`config.mk`:
```
export PLATFORM = sky130hd
export DESIGN_NAME = opsum_unpacker
export DESIGN_NICKNAME = d
export VERILOG_FILES = /design/src/rtl/pe_pkg.sv /design/src/rtl/opsum_unpacker.sv
export SDC_FILE = /design/constraint.sdc
export NUM_CORES = 1
export LEC_CHECK = 0
export BUFFER_PORTS_ARGS = -buffer_cell sky130_fd_sc_hd__buf_2
export CAP_MARGIN = 20
export CORE_MARGIN = 2
export CORE_UTILIZATION = 50
export CTS_BUF_LIST = sky130_fd_sc_hd__clkbuf_4 sky130_fd_sc_hd__clkbuf_8
export CTS_CLUSTER_SIZE = 25
export DETAILED_ROUTE_END_ITERATION = 6
export PLACE_DENSITY = 0.85
export REMOVE_ABC_BUFFERS = 1
export SYNTH_ARGS = -nofsm -noshare
export SYNTH_HDL_FRONTEND = slang
export SYNTH_SLANG_ARGS = --single-unit
```
`constraint.sdc`:
```
create_clock -name clk -period 1.8 [get_ports clk]
set_input_delay 0.27 -clock clk [delete_from_list [all_inputs] [get_ports clk]]
set_output_delay 0.27 -clock clk [all_outputs]
set_load 0.05 [all_outputs]
```
`src/rtl/pe_pkg.sv`:
```
// Shared types and helpers for the PE output-side datapath: lane geometry,
// the unpacker state encoding and a small word-count helper.
package pe_pkg;

    localparam int LANES      = 4;
    localparam int LANE_WIDTH = 2;

    typedef enum logic [1:0] {
        IDLE  = 2'd0,
        FETCH = 2'd1,
        DRAIN = 2'd2
    } state_t;

    // Number of packed words needed to carry a given psum count.
    function automatic int unsigned ceilDiv4(input int unsigned value);
        return (value + 32'd3) / 32'd4;
    endfunction

endpackage

```
`src/rtl/opsum_unpacker.sv`:
```
// Drains 4-psum packed words from the PE opsum FIFO and serializes them into
// a 16-bit valid/ready stream, counting p*n*F psums and tagging the final one.
module opsum_unpacker
    import pe_pkg::*;
#(
    parameter int DATA_WIDTH      = 16,
    parameter int DATA_WIDTH_PSUM = 64,
    parameter int F_WIDTH         = 6,
    parameter int n_WIDTH         = 3,
    parameter int p_WIDTH         = 5,
    parameter int CNT_WIDTH       = 14
) (
    input  logic                       clk,
    input  logic                       reset,
    input  logic                       enable,
    input  logic                       configure,
    input  logic [F_WIDTH-1:0]         F,
    input  logic [n_WIDTH-1:0]         n,
    input  logic [p_WIDTH-1:0]         p,
    output logic                       busy,
    output logic                       done,
    input  logic [DATA_WIDTH_PSUM-1:0] opsum,
    input  logic                       opsum_fifo_empty,
    output logic                       pop_opsum,
    output logic [DATA_WIDTH-1:0]      out_data,
    output logic                       out_valid,
    input  logic                       out_ready,
    output logic                       out_last
);

    state_t                     r_state;
    state_t                     w_stateNext;
    logic [CNT_WIDTH-1:0]       r_remaining;
    logic [DATA_WIDTH_PSUM-1:0] r_word;
    logic [LANE_WIDTH-1:0]      r_lane;
    logic [LANE_WIDTH-1:0]      r_lastLane;
    logic                       r_done;

    logic [CNT_WIDTH-1:0]       w_total;
    logic                       w_load;
    logic                       w_pop;
    logic                       w_accept;
    logic                       w_wordEnd;
    logic                       w_doneNext;
    logic [LANE_WIDTH-1:0]      w_firstLastLane;

    // The product fits CNT_WIDTH by construction, so a single-cycle multiply
    // is sampled only on the accepting edge and busy needs no extra latency.
    assign w_total   = CNT_WIDTH'(p) * CNT_WIDTH'(n) * CNT_WIDTH'(F);

    assign w_load    = (r_state == IDLE)  && enable && configure;
    assign w_pop     = (r_state == FETCH) && enable && !opsum_fifo_empty;
    assign w_accept  = (r_state == DRAIN) && enable && out_ready;
    assign w_wordEnd = (r_lane == r_lastLane);

    // A partial final word only carries the remaining psums; its unused lanes are skipped.
    assign w_firstLastLane = (r_remaining >= CNT_WIDTH'(LANES))
                           ? LANE_WIDTH'(LANES - 1)
                           : (r_remaining[LANE_WIDTH-1:0] - LANE_WIDTH'(1));

    always_comb begin
        w_stateNext = r_state;
        w_doneNext  = 1'b0;
        case (r_state)
            IDLE: begin
                if (w_load) begin
                    if (w_total != '0) begin
                        w_stateNext = FETCH;
                    end else begin
                        w_doneNext = 1'b1;
                    end
                end
            end
            FETCH: begin
                if (w_pop) begin
                    w_stateNext = DRAIN;
                end
            end
            DRAIN: begin
                if (w_accept && w_wordEnd) begin
                    if (r_remaining == CNT_WIDTH'(1)) begin
                        w_stateNext = IDLE;
                        w_doneNext  = 1'b1;
                    end else begin
                        w_stateNext = FETCH;
                    end
                end
            end
            default: begin
                w_stateNext = IDLE;
            end
        endcase
    end

    always_ff @(posedge clk or negedge reset) begin
        if (!reset) begin
            r_state     <= IDLE;
            r_remaining <= '0;
            r_word      <= '0;
            r_lane      <= '0;
            r_lastLane  <= '0;
            r_done      <= 1'b0;
        end else begin
            r_state <= w_stateNext;
            r_done  <= w_doneNext;

            if (w_load) begin
                r_remaining <= w_total;
            end else if (w_accept) begin
                r_remaining <= r_remaining - CNT_WIDTH'(1);
            end

            // The lane index stays on the last lane after a word so out_data holds through FETCH.
            if (w_pop) begin
                r_word     <= opsum;
                r_lane     <= '0;
                r_lastLane <= w_firstLastLane;
            end else if (w_accept && !w_wordEnd) begin
                r_lane <= r_lane + LANE_WIDTH'(1);
            end
        end
    end

    assign busy      = (r_state != IDLE);
    assign done      = r_done;
    assign pop_opsum = w_pop;
    assign out_valid = (r_state == DRAIN);
    assign out_last  = (r_state == DRAIN) && (r_remaining == CNT_WIDTH'(1));
    assign out_data  = r_word[r_lane*DATA_WIDTH +: DATA_WIDTH];

endmodule

```
==> summary.md, run 1 <==
| Metric | Value |
|---|---|
| Status | `complete, but fails checks` |
| Failing checks | `setup timing` |
| Antenna fix cells | `0` |
| Die height | `112 um` |
| RSZ-0062 raised after global routing | `yes` |
| DR iter-0 viols | `294` |
| Sink Count | `85` |
| Routed via count | `5028` |
| # DRC | `0` |
| Fraction of the mapped netlist area in simple logic gates | `0.130` |
| R2R depth | `9` |
| Crit path time final | `5.12 ns` |
| Mapped Avg Cell Area | `11.1 sq um` |
| FILL cells | `668` |
| Core Footprint | `11400 sq um` |
| VDD IR max | `1.58 mV` |
| Fin crit share | `2.84` |
| Final nets | `874` |
| Post-Syn Area | `5820 sq um` |
| Library cells used by synthesis | `54` |
| Leakage | `3.92 nW` |
| CP Launch Type | `primary input` |
| First-pass GRT wire length | `27500 um` |
| Reg-to-Reg End | `r_remaining[13]$_DFFE_PN0P_` |
| Core Rows | `39` |
| Critical-path maximum fanout | `5` |
| Synth warn | `0` |
| Cell taking the most area after synthesis | `dfrtp_1` |
| Post-synth top flop | `dfrtp_1` |
| Placed Cells | `836` |
| Hold Crit Class | `primary input to register` |
| Hpwl dp | `11000 um` |
| Largest net degree at the start of global routing | `42` |
| Clock Path Buffers | `2` |
| Synth Instances | `524` |
| Final Skew | `0.00799 ns` |
| Compound-gate portion of the synthesized area | `0.0810` |
| Ys async rst share | `1.00` |
| Clock Latency Late Sink | `0.35 ns` |
| Area after DPL | `7190 sq um` |
| Clk slew on worst S/H paths | `0.08 ns` |
| CTS tree | `built` |
| First drt pass iteration count | `5` |
| Met3 Usage GRT | `0.0528` |
| Min Hold Slack | `0.143 ns` |
| Seq/Total Area, Yosys | `0.365` |
| Max-slew violations | `0` |
| CP Class | `primary input to register` |
| R2r setup slk | `-0.37 ns` |
| Htree depth | `3` |
| Final hold viol count | `0` |
| CTS Buf Count | `9` |
| Final Wtd Congestion | `0.819` |
| DR vias/cell | `5.73` |
| Register bit total from synthesis | `85` |
| Crit path from | `n[1]` |
| Crit path to | `done$_DFF_PN0_` |
| Synthesized-area fraction occupied by adder cells | `0.168` |
| WL/cell | `19.5 um` |
| Initial antenna violation count | `0` |
| Total track usage | `0.275` |
| Full die area | `12500 sq um` |
| XOR/XNOR share of the synthesized area | `0.0196` |
| Maximum operating frequency | `195 MHz` |
| EDFF count, synth | `0` |
| Root Buffer | `clkbuf_8` |
| Maxcap violations | `0` |
| Cell Pwr Density | `1750 nW/um^2` |
| IO Port Bufs | `104` |
| Global-route track usage on met2 | `0.493` |
| Max_slew headroom | `0.748` |
| Ports | `105` |
| Final setup margin | `-3.32 ns` |
| Element type at the critical path end | `register` |
| Required time worst endpoint | `2.06 ns` |
| RR Startpoint | `r_remaining[4]$_DFFE_PN0P_` |
| Final setup violation count | `32` |
| Most used routing layer | `met2` |
| Worst path arrival time | `5.37 ns` |
| Layout cells sized above 1 | `0.550` |
| Synth area leaders | `dfrtp_1, mux2_2, fa_1` |
| Total chip power | `14.7 mW` |
| Global route total overflow | `0` |
| Non-filler instance count after layout | `877` |
| Starting density of the core | `0.512` |
| Die W | `112 um` |
| Synth top cells by count | `dfrtp_1, mux2_2, inv_1, nand2_1` |
| Slew @ Worst Pin | `0.377 ns` |
| Multiplexer area fraction after synthesis | `0.191` |
| Met1 global-route usage | `0.320` |
| ANT nets after route | `0` |
| Number of global-route vias before repair | `5614` |
| WL final | `17100 um` |
| Design Area, Final | `8430 sq um` |
| Largest family of logic cells by synthesized area | `multiplexers` |
| Most frequent cell after synthesis | `dfrtp_1` |
| Area Overhead vs Synth | `44.8%` |
| Synth top area share | `0.365` |
power by group:
| group | internal [mW] | switching, mW |
|---|---|---|
| combinational | 4.91 | 4.79 |
| clock | 0.827 | 0.668 |
| sequential | 2.83 | 0.691 |
flip-flops by register name (all words and copies together) (netlist names):
| signal | flops |
|---|---|
| r_lastLane | 2 |
| r_word | 64 |
| r_state | 2 |
| done | 1 |
| r_lane | 2 |
| r_remaining | 14 |
placed cells by master (no fill, tap or decap), drive strengths merged, types with 4 or more instances in the layout:
cell type,Yosys,final
a211oi,4,4
a21o,5,5
a21oi,17,17
a31oi,5,5
and2,32,32
and3,7,7
buf,5,213
clkbuf,16,12
dfrtp,85,85
fa,29,29
ha,32,32
inv,47,47
mux2,65,65
mux4,16,16
nand2,42,42
nand2b,9,9
nand3,12,12
nor2,18,18
nor3,8,8
nor4,4,4
o211ai,7,7
o21ai,11,11
xnor2,8,8
xor2,5,5
critical path: stages:
cell and delay (ns):
buf_8 0.09, nand2_4 0.04, fa_1 0.55, inv_2 0.05, ha_4 0.16, fa_2 0.36, a21o_1 0.18, a21oi_2 0.17
xnor2_2 0.18, nand2_1 0.11, fa_1 0.51, inv_2 0.04, fa_1 0.50, inv_1 0.06, fa_1 0.49, inv_2 0.05
ha_4 0.31, o211ai_4 0.09, o21ai_4 0.21, buf_6 0.13, nand2_1 0.05, a2111o_1 0.44, o41ai_2 0.34
metal layers:
metal / vias up / part of all wire
met3: 55 / 0.060
met5: - / 0
met1: 2505 / 0.37
met2: 224 / 0.53
met4: 0 / 0.034
li1: 2244 / -
cell type report:
cell class | instances | area (sq um) | share of cell area
tap | 143 | 179 | 0.0212
clock inverter | 4 | 72.6 | 0.00861
sequential | 85 | 2130 | 0.253
multi-input combinational | 371 | 3990 | 0.474
timing repair buffer | 215 | 1730 | 0.206
clock buffer | 12 | 146 | 0.0174
inverter | 47 | 176 | 0.0209
what timing repair did:
item / CTS / global route
buffers inserted: 21 / 7
cloned: 2 / 0
gates resized for setup: 138 / 37
hold buffers: 1 / 0
pin swaps: 59 / 32
endpoints found under the setup margin: 33 / 34
hold endpoints to repair: 22 / 0
how the worst min path moves through the flow:
stage                         start                endpoint  slack, ns  depth (start not counted)
after floorplan               reset          done$_DFF_PN0_      -0.03                          0
after global placement        reset  r_word[12]$_DFFE_PN0P_       0.18                          1
after detailed placement      reset  r_word[12]$_DFFE_PN0P_       0.19                          1
after CTS                 opsum[33]  r_word[33]$_DFFE_PN0P_       0.12                          2
after global routing      opsum[13]  r_word[13]$_DFFE_PN0P_       0.14                          2
final                     opsum[33]  r_word[33]$_DFFE_PN0P_       0.14                          2
metrics by stage:
step / setup slack [ns] / util / TNS [ns]
2_1_floorplan: -5.61 / - / -431.99
3_3_place_gp: -4.11 / 0.632 / -45.39
3_5_place_dp: -4.32 / 0.632 / -47.71
4_1_cts: -3.28 / 0.725 / -38.40
5_1_grt: -3.44 / 0.741 / -41.11
6_report: -3.32 / 0.741 / -38.55
cells by family after synthesis:
logic type | Yosys count
compound gates | 68
mux | 83
simple gates | 146
fa+ha+maj | 61
xor+xnor | 13
buf+inv | 68
flops | 85
Note: power is estimated with default switching activity, not from simulation.
==> run 2, diff against run 1 <==
--- a/config.mk
+++ b/config.mk
@@ -7,12 +7,14 @@
 export LEC_CHECK = 0
 export BUFFER_PORTS_ARGS = -buffer_cell sky130_fd_sc_hd__buf_2
 export CAP_MARGIN = 20
+export CELL_PAD_IN_SITES_DETAIL_PLACEMENT = 2
+export CELL_PAD_IN_SITES_GLOBAL_PLACEMENT = 2
 export CORE_MARGIN = 2
-export CORE_UTILIZATION = 50
+export CORE_UTILIZATION = 34
 export CTS_BUF_LIST = sky130_fd_sc_hd__clkbuf_4 sky130_fd_sc_hd__clkbuf_8
 export CTS_CLUSTER_SIZE = 25
 export DETAILED_ROUTE_END_ITERATION = 6
-export PLACE_DENSITY = 0.85
+export PLACE_DENSITY = 0.88
 export REMOVE_ABC_BUFFERS = 1
 export SYNTH_ARGS = -nofsm -noshare
 export SYNTH_HDL_FRONTEND = slang
==> run 2 against run 1 <==
The run still ends with setup timing left. Highest routed layer unchanged. Non-clock buffer count increased by 13. Critical path type unchanged. Sequential cell count unchanged. Sequential power increased by 4%. Die area increased by 45%.
==> summary.md, run 2 (synthesis results as in run 1) <==
| Metric | Value |
|---|---|
| WL final | `27900 um` |
| Worst path arrival time | `5.93 ns` |
| Largest Register | `r_word` |
| CP Launch Type | `primary input` |
| Element type at the critical path end | `register` |
| Die height | `135 um` |
| Layout cells sized above 1 | `0.570` |
| Fin crit share | `3.15` |
| CTS tree | `built` |
| First drt pass iteration count | `4` |
| R2R depth | `7` |
| RSZ-0062 raised after global routing | `yes` |
| Total chip power | `16.5 mW` |
| Core Footprint | `16600 sq um` |
| Largest registers | `r_word: 64 flops, r_remaining: 14 flops` |
| WL/cell | `28.8 um` |
| Starting density of the core | `0.350` |
| Slew @ Worst Pin | `0.632 ns` |
| Maximum operating frequency | `176 MHz` |
| Area after DPL | `7260 sq um` |
| Final Wtd Congestion | `0.828` |
| Max-slew violations | `0` |
| Required time worst endpoint | `2.06 ns` |
| Hold Crit Class | `primary input to register` |
| VDD IR max | `0.923 mV` |
| Clock Path Buffers | `2` |
| Number of global-route vias before repair | `6334` |
| FF+latch area | `2130 sq um` |
| Final hold viol count | `0` |
| Htree depth | `3` |
| IO Port Bufs | `104` |
| CP Class | `primary input to register` |
| Area Overhead vs Synth | `49.3%` |
| Layout Utilization | `0.522` |
| Clk slew on worst S/H paths | `0.10 ns` |
| Cell Pwr Density | `1900 nW/um^2` |
| DR iter-0 viols | `306` |
| Failing checks | `setup timing` |
| Final setup violation count | `32` |
| Status | `complete, but fails checks` |
| # DRC | `0` |
| DR vias/cell | `5.54` |
| Leakage | `3.95 nW` |
| WHS Path Cells | `2` |
| Ports | `105` |
| Routed via count | `5362` |
| Most common cell after layout, fill and taps aside | `buf_4` |
| First-pass GRT wire length | `37800 um` |
| Die W | `135 um` |
| CTS Buf Count | `9` |
| Full die area | `18200 sq um` |
| Total track usage | `0.281` |
| Clock Latency Late Sink | `0.38 ns` |
| Non-filler instance count after layout | `967` |
| Max FFs per register | `64` |
| Crit path time final | `5.67 ns` |
| Maxcap violations | `0` |
| FILL cells | `1616` |
| Final Skew | `0.00987 ns` |
| Design Area, Final | `8690 sq um` |
| Final setup margin | `-3.87 ns` |
| Critical-path maximum fanout | `5` |
| Core Rows | `47` |
| Hpwl dp | `15400 um` |
| Max_slew headroom | `0.575` |
| Initial antenna violation count | `0` |
| Min Hold Slack | `0.136 ns` |
| Antenna fix cells | `0` |
| Sink Count | `85` |
| Largest net degree at the start of global routing | `54` |
| Area of the multi-input gates | `4110 sq um` |
| ANT nets after route | `0` |
| Global route total overflow | `0` |
| Final nets | `887` |
| Most frequent cells in the layout | `buf_4, dfrtp_1, buf_2` |
| Root Buffer | `clkbuf_8` |
| Placed Cells | `915` |
run 2: cell count changes in the layout (fill, tap and decap cells not counted), moves of 4 or more:
cell | previous run | this run
buf_4 | 86 | 100
a21oi_2 | 1 | 5
buf_6 | 31 | 35
a21oi_1 | 12 | 7
buf_12 | 11 | 7
run 2: worst max-delay path, stage by stage:
cell and delay (ns):
buf_8 0.09, nand2_4 0.05, fa_1 0.57, inv_2 0.06, ha_4 0.16, fa_2 0.37, a21o_1 0.19, a21oi_2 0.18
xnor2_2 0.19, buf_4 0.17, and2_4 0.14, fa_1 0.44, fa_1 0.57, inv_1 0.09, fa_1 0.40, inv_1 0.16
ha_4 0.26, a21oi_4 0.18, o21ai_4 0.10, or3_1 0.34, a2111o_1 0.47, o41a_1 0.44
run 2: report_power, final:
| part | switching, mW | internal (mW) | leakage [nW] |
|---|---|---|---|
| combinational | 5.98 | 5.35 | 2.83 |
| sequential | 0.843 | 2.83 | 1.03 |
| clock | 0.799 | 0.670 | 0.0969 |
run 2: final cells by class:
cell class                 count  area share
multi-input combinational    371       0.472
tap                          220      0.0317
sequential                    85       0.245
clock inverter                 6     0.00820
timing repair buffer         228       0.207
clock buffer                  10      0.0151
inverter                      47      0.0203
run 2: through the flow:
step,setup TNS (ns),setup WS (ns)
after global routing,-46.61,-3.92
final,-45.03,-3.87
after CTS,-41.15,-3.41
after detailed placement,-49.90,-4.38
after floorplan,-431.99,-5.61
after global placement,-45.85,-4.09
run 2: path summary, 6_finish.rpt:
check	startpoint	slack, ns	endpoint
max	n[1]	-3.87	r_state[0]$_DFFE_PN0P_
min	opsum[29]	0.14	r_word[29]$_DFFE_PN0P_
max reg2reg	r_remaining[7]$_DFFE_PN0P_	-0.69	r_remaining[12]$_DFFE_PN0P_
min reg2reg	r_word[5]$_DFFE_PN0P_	0.52	r_word[5]$_DFFE_PN0P_
max in group asynchronous	reset	0.88	r_remaining[4]$_DFFE_PN0P_
min in group asynchronous	reset	0.29	r_word[26]$_DFFE_PN0P_
run 2: repair_timing:
item | 4_1_cts | 5_1_grt
gates resized for setup | 139 | 72
hold buffers | 1 | 0
hold endpoints to repair | 13 | 0
gates cloned | 1 | 1
pin swaps | 73 | 30
buffers inserted | 27 | 18
setup endpoints to repair | 35 | 38
run 2: metal layers:
layer  part of all wire  up-vias  GRT usage
li1                   -     2271          -
met1               0.35     2772      0.293
met2               0.56      230      0.552
met3              0.035       89     0.0409
met4              0.048        0      0.121
met5                  0        -          0
==> run 3, diff against run 2 <==
--- a/config.mk
+++ b/config.mk
@@ -9,7 +9,7 @@
 export CAP_MARGIN = 20
 export CELL_PAD_IN_SITES_DETAIL_PLACEMENT = 2
 export CELL_PAD_IN_SITES_GLOBAL_PLACEMENT = 2
-export CORE_MARGIN = 2
+export CORE_MARGIN = 3
 export CORE_UTILIZATION = 34
 export CTS_BUF_LIST = sky130_fd_sc_hd__clkbuf_4 sky130_fd_sc_hd__clkbuf_8
 export CTS_CLUSTER_SIZE = 25
==> run 3 against run 2 <==
The run still ends with setup timing left. Sequential share of layout area decreased by 2.0 points. Clock skew increased by 0.034 ns. Critical path depth increased by 1. Combinational power increased by 27%. Critical path type unchanged. Largest power group unchanged.
==> summary.md, run 3 (synthesis results as in run 1) <==
| Metric | Value |
|---|---|
| Status | `complete, but fails checks` |
| Failing checks | `setup timing` |
| Final Wtd Congestion | `0.802` |
| DR iter-0 viols | `717` |
| Total chip power | `20.3 mW` |
| Clk pwr share | `0.085` |
| Hold Crit Class | `primary input to register` |
| Most used routing layer | `met2` |
| Sink Count | `85` |
| IO Port Bufs | `104` |
| Critical-path maximum fanout | `4` |
| Die height | `137 um` |
| Most frequent cells in the layout | `buf_4, dfrtp_1, buf_2` |
| Clock Path Buffers | `2` |
| Final Skew | `0.0435 ns` |
| Hpwl dp | `16000 um` |
| Design Area, Final | `9450 sq um` |
| Global-route track usage on met2 | `0.578` |
| CP Class | `primary input to register` |
| Int Pwr | `9.68 mW` |
| Final hold viol count | `0` |
| Final setup margin | `-4.51 ns` |
| Largest Register | `r_word` |
| Maxcap violations | `0` |
| Non-filler instance count after layout | `1000` |
| Max-slew violations | `0` |
| Layout cells sized above 1 | `0.610` |
| Starting density of the core | `0.349` |
| Fin crit share | `3.50` |
| ANT nets after route | `0` |
| CTS tree | `built` |
| Required time worst endpoint | `2.13 ns` |
| Ports | `105` |
| Worst path arrival time | `6.64 ns` |
| Full die area | `18700 sq um` |
| WL/cell | `46.3 um` |
| Area after DPL | `7320 sq um` |
| Clock Latency Late Sink | `0.43 ns` |
| # DRC | `0` |
| Most common cell after layout, fill and taps aside | `buf_4` |
| Sum Neg Setup Slack | `-67.87 ns` |
| CP Launch Type | `primary input` |
| Final nets | `914` |
| Max_slew headroom | `0.508` |
| Slew @ Worst Pin | `0.732 ns` |
| Met1 global-route usage | `0.329` |
| Total track usage | `0.316` |
| Placed Cells | `922` |
| Area Overhead vs Synth | `62.3%` |
| VDD IR max | `1.10 mV` |
| Largest net degree at the start of global routing | `52` |
| Psw | `10.6 mW` |
| Leakage | `4.38 nW` |
| Crit path time final | `6.31 ns` |
| Element type at the critical path end | `register` |
| Comb pwr share | `0.708` |
| Clk slew on worst S/H paths | `0.15 ns` |
| Root Buffer | `clkbuf_8` |
| Final setup violation count | `104` |
| Die W | `137 um` |
| First drt pass iteration count | `5` |
| DR vias/cell | `6.69` |
| CTS Buf Count | `9` |
| Largest registers | `r_word: 64 flops, r_remaining: 14 flops` |
| Switching share of power | `0.523` |
| Maximum operating frequency | `159 MHz` |
| First-pass GRT wire length | `43000 um` |
| Sequential power share | `0.208` |
| Max FFs per register | `64` |
| Core Footprint | `16700 sq um` |
| Core Rows | `47` |
| Initial antenna violation count | `4` |
| WL final | `46300 um` |
| Routed via count | `6689` |
| Number of global-route vias before repair | `6513` |
| Post-place setup slack | `-4.40 ns` |
| Htree depth | `3` |
| Met3 Usage GRT | `0.0699` |
| Global route total overflow | `0` |
| RSZ-0062 raised after global routing | `yes` |
| Cell Pwr Density | `2150 nW/um^2` |
-- run 3: changes by cell type in the layout (fill, tap and decap cells not counted), sizes merged --
cell / before / now
diode: 0 / 6
inv: 49 / 47
clkinvlp: 2 / 3
clkbuf: 11 / 15
buf: 226 / 250
-- run 3: metal layers --
| layer | routed length (um) | vias to the layer above |
|---|---|---|
| met1 | 14700 | 3302 |
| met2 | 20400 | 696 |
| met3 | 5350 | 360 |
| met5 | 53 | - |
| li1 | - | 2325 |
| met4 | 5820 | 6 |
-- run 3: worst paths after layout --
kind	start	to	slack [ns]	depth (start not counted)
setup / recovery	p[2]	done$_DFF_PN0_	-4.51	23
hold reg to reg	r_word[29]$_DFFE_PN0P_	r_word[29]$_DFFE_PN0P_	0.55	1
min in group asynchronous	reset	r_word[25]$_DFFE_PN0P_	0.23	2
max in group asynchronous	reset	r_lane[0]$_DFFE_PN0P_	0.90	3
setup reg to reg	r_remaining[8]$_DFFE_PN0P_	r_remaining[13]$_DFFE_PN0P_	-1.11	9
hold / removal	opsum[47]	r_word[47]$_DFFE_PN0P_	0.10	2
-- run 3: worst max-delay path, stage by stage --
cell      delay [ns]
buf_8           0.09
nand2_4         0.05
fa_1            0.55
inv_2           0.06
ha_4            0.19
fa_2            0.41
a21o_1          0.21
a21oi_4         0.24
xnor2_4         0.18
nand2_2         0.11
fa_2            0.59
inv_2           0.07
fa_1            0.64
inv_2           0.11
fa_1            0.70
inv_2           0.11
ha_4            0.37
o211ai_4        0.10
o21ai_4         0.29
buf_6           0.18
o211ai_1        0.19
a2111o_1        0.49
o41ai_2         0.43
-- run 3: cell type report --
class,instances,area [sq um]
tap,220,275
clock buffer,11,139
antenna,6,15.0
inverter,47,176
multi-input combinational,371,4460
sequential,85,2130
timing repair buffer,255,2200
clock inverter,5,61.3
fill,1573,7250
-- run 3: power groups by stage --
stage	clock network [mW]	registers [mW]	logic (mW)
after global routing	1.78	4.14	14.5
after detailed placement	0	3.47	7.72
after floorplan	0	3.32	4.75
after CTS	1.48	3.57	10.2
final	1.72	4.22	14.4
after global placement	0	3.27	7.11
-- run 3: metrics by stage --
stage          hold WS (ns)  utilization
2_1_floorplan       -0.0256            -
4_1_cts               0.106        0.517
3_5_place_dp          0.140        0.438
6_report              0.102        0.566
3_3_place_gp          0.128        0.438
5_1_grt              0.0934        0.566
-- run 3: what timing repair did --
item / CTS / global route
pin swaps: 83 / 34
setup buffers: 29 / 26
hold buffers: 1 / 0
setup endpoints to repair: 36 / 78
gates resized for setup: 185 / 143
gates cloned: 2 / 5
hold endpoints to repair: 12 / 0
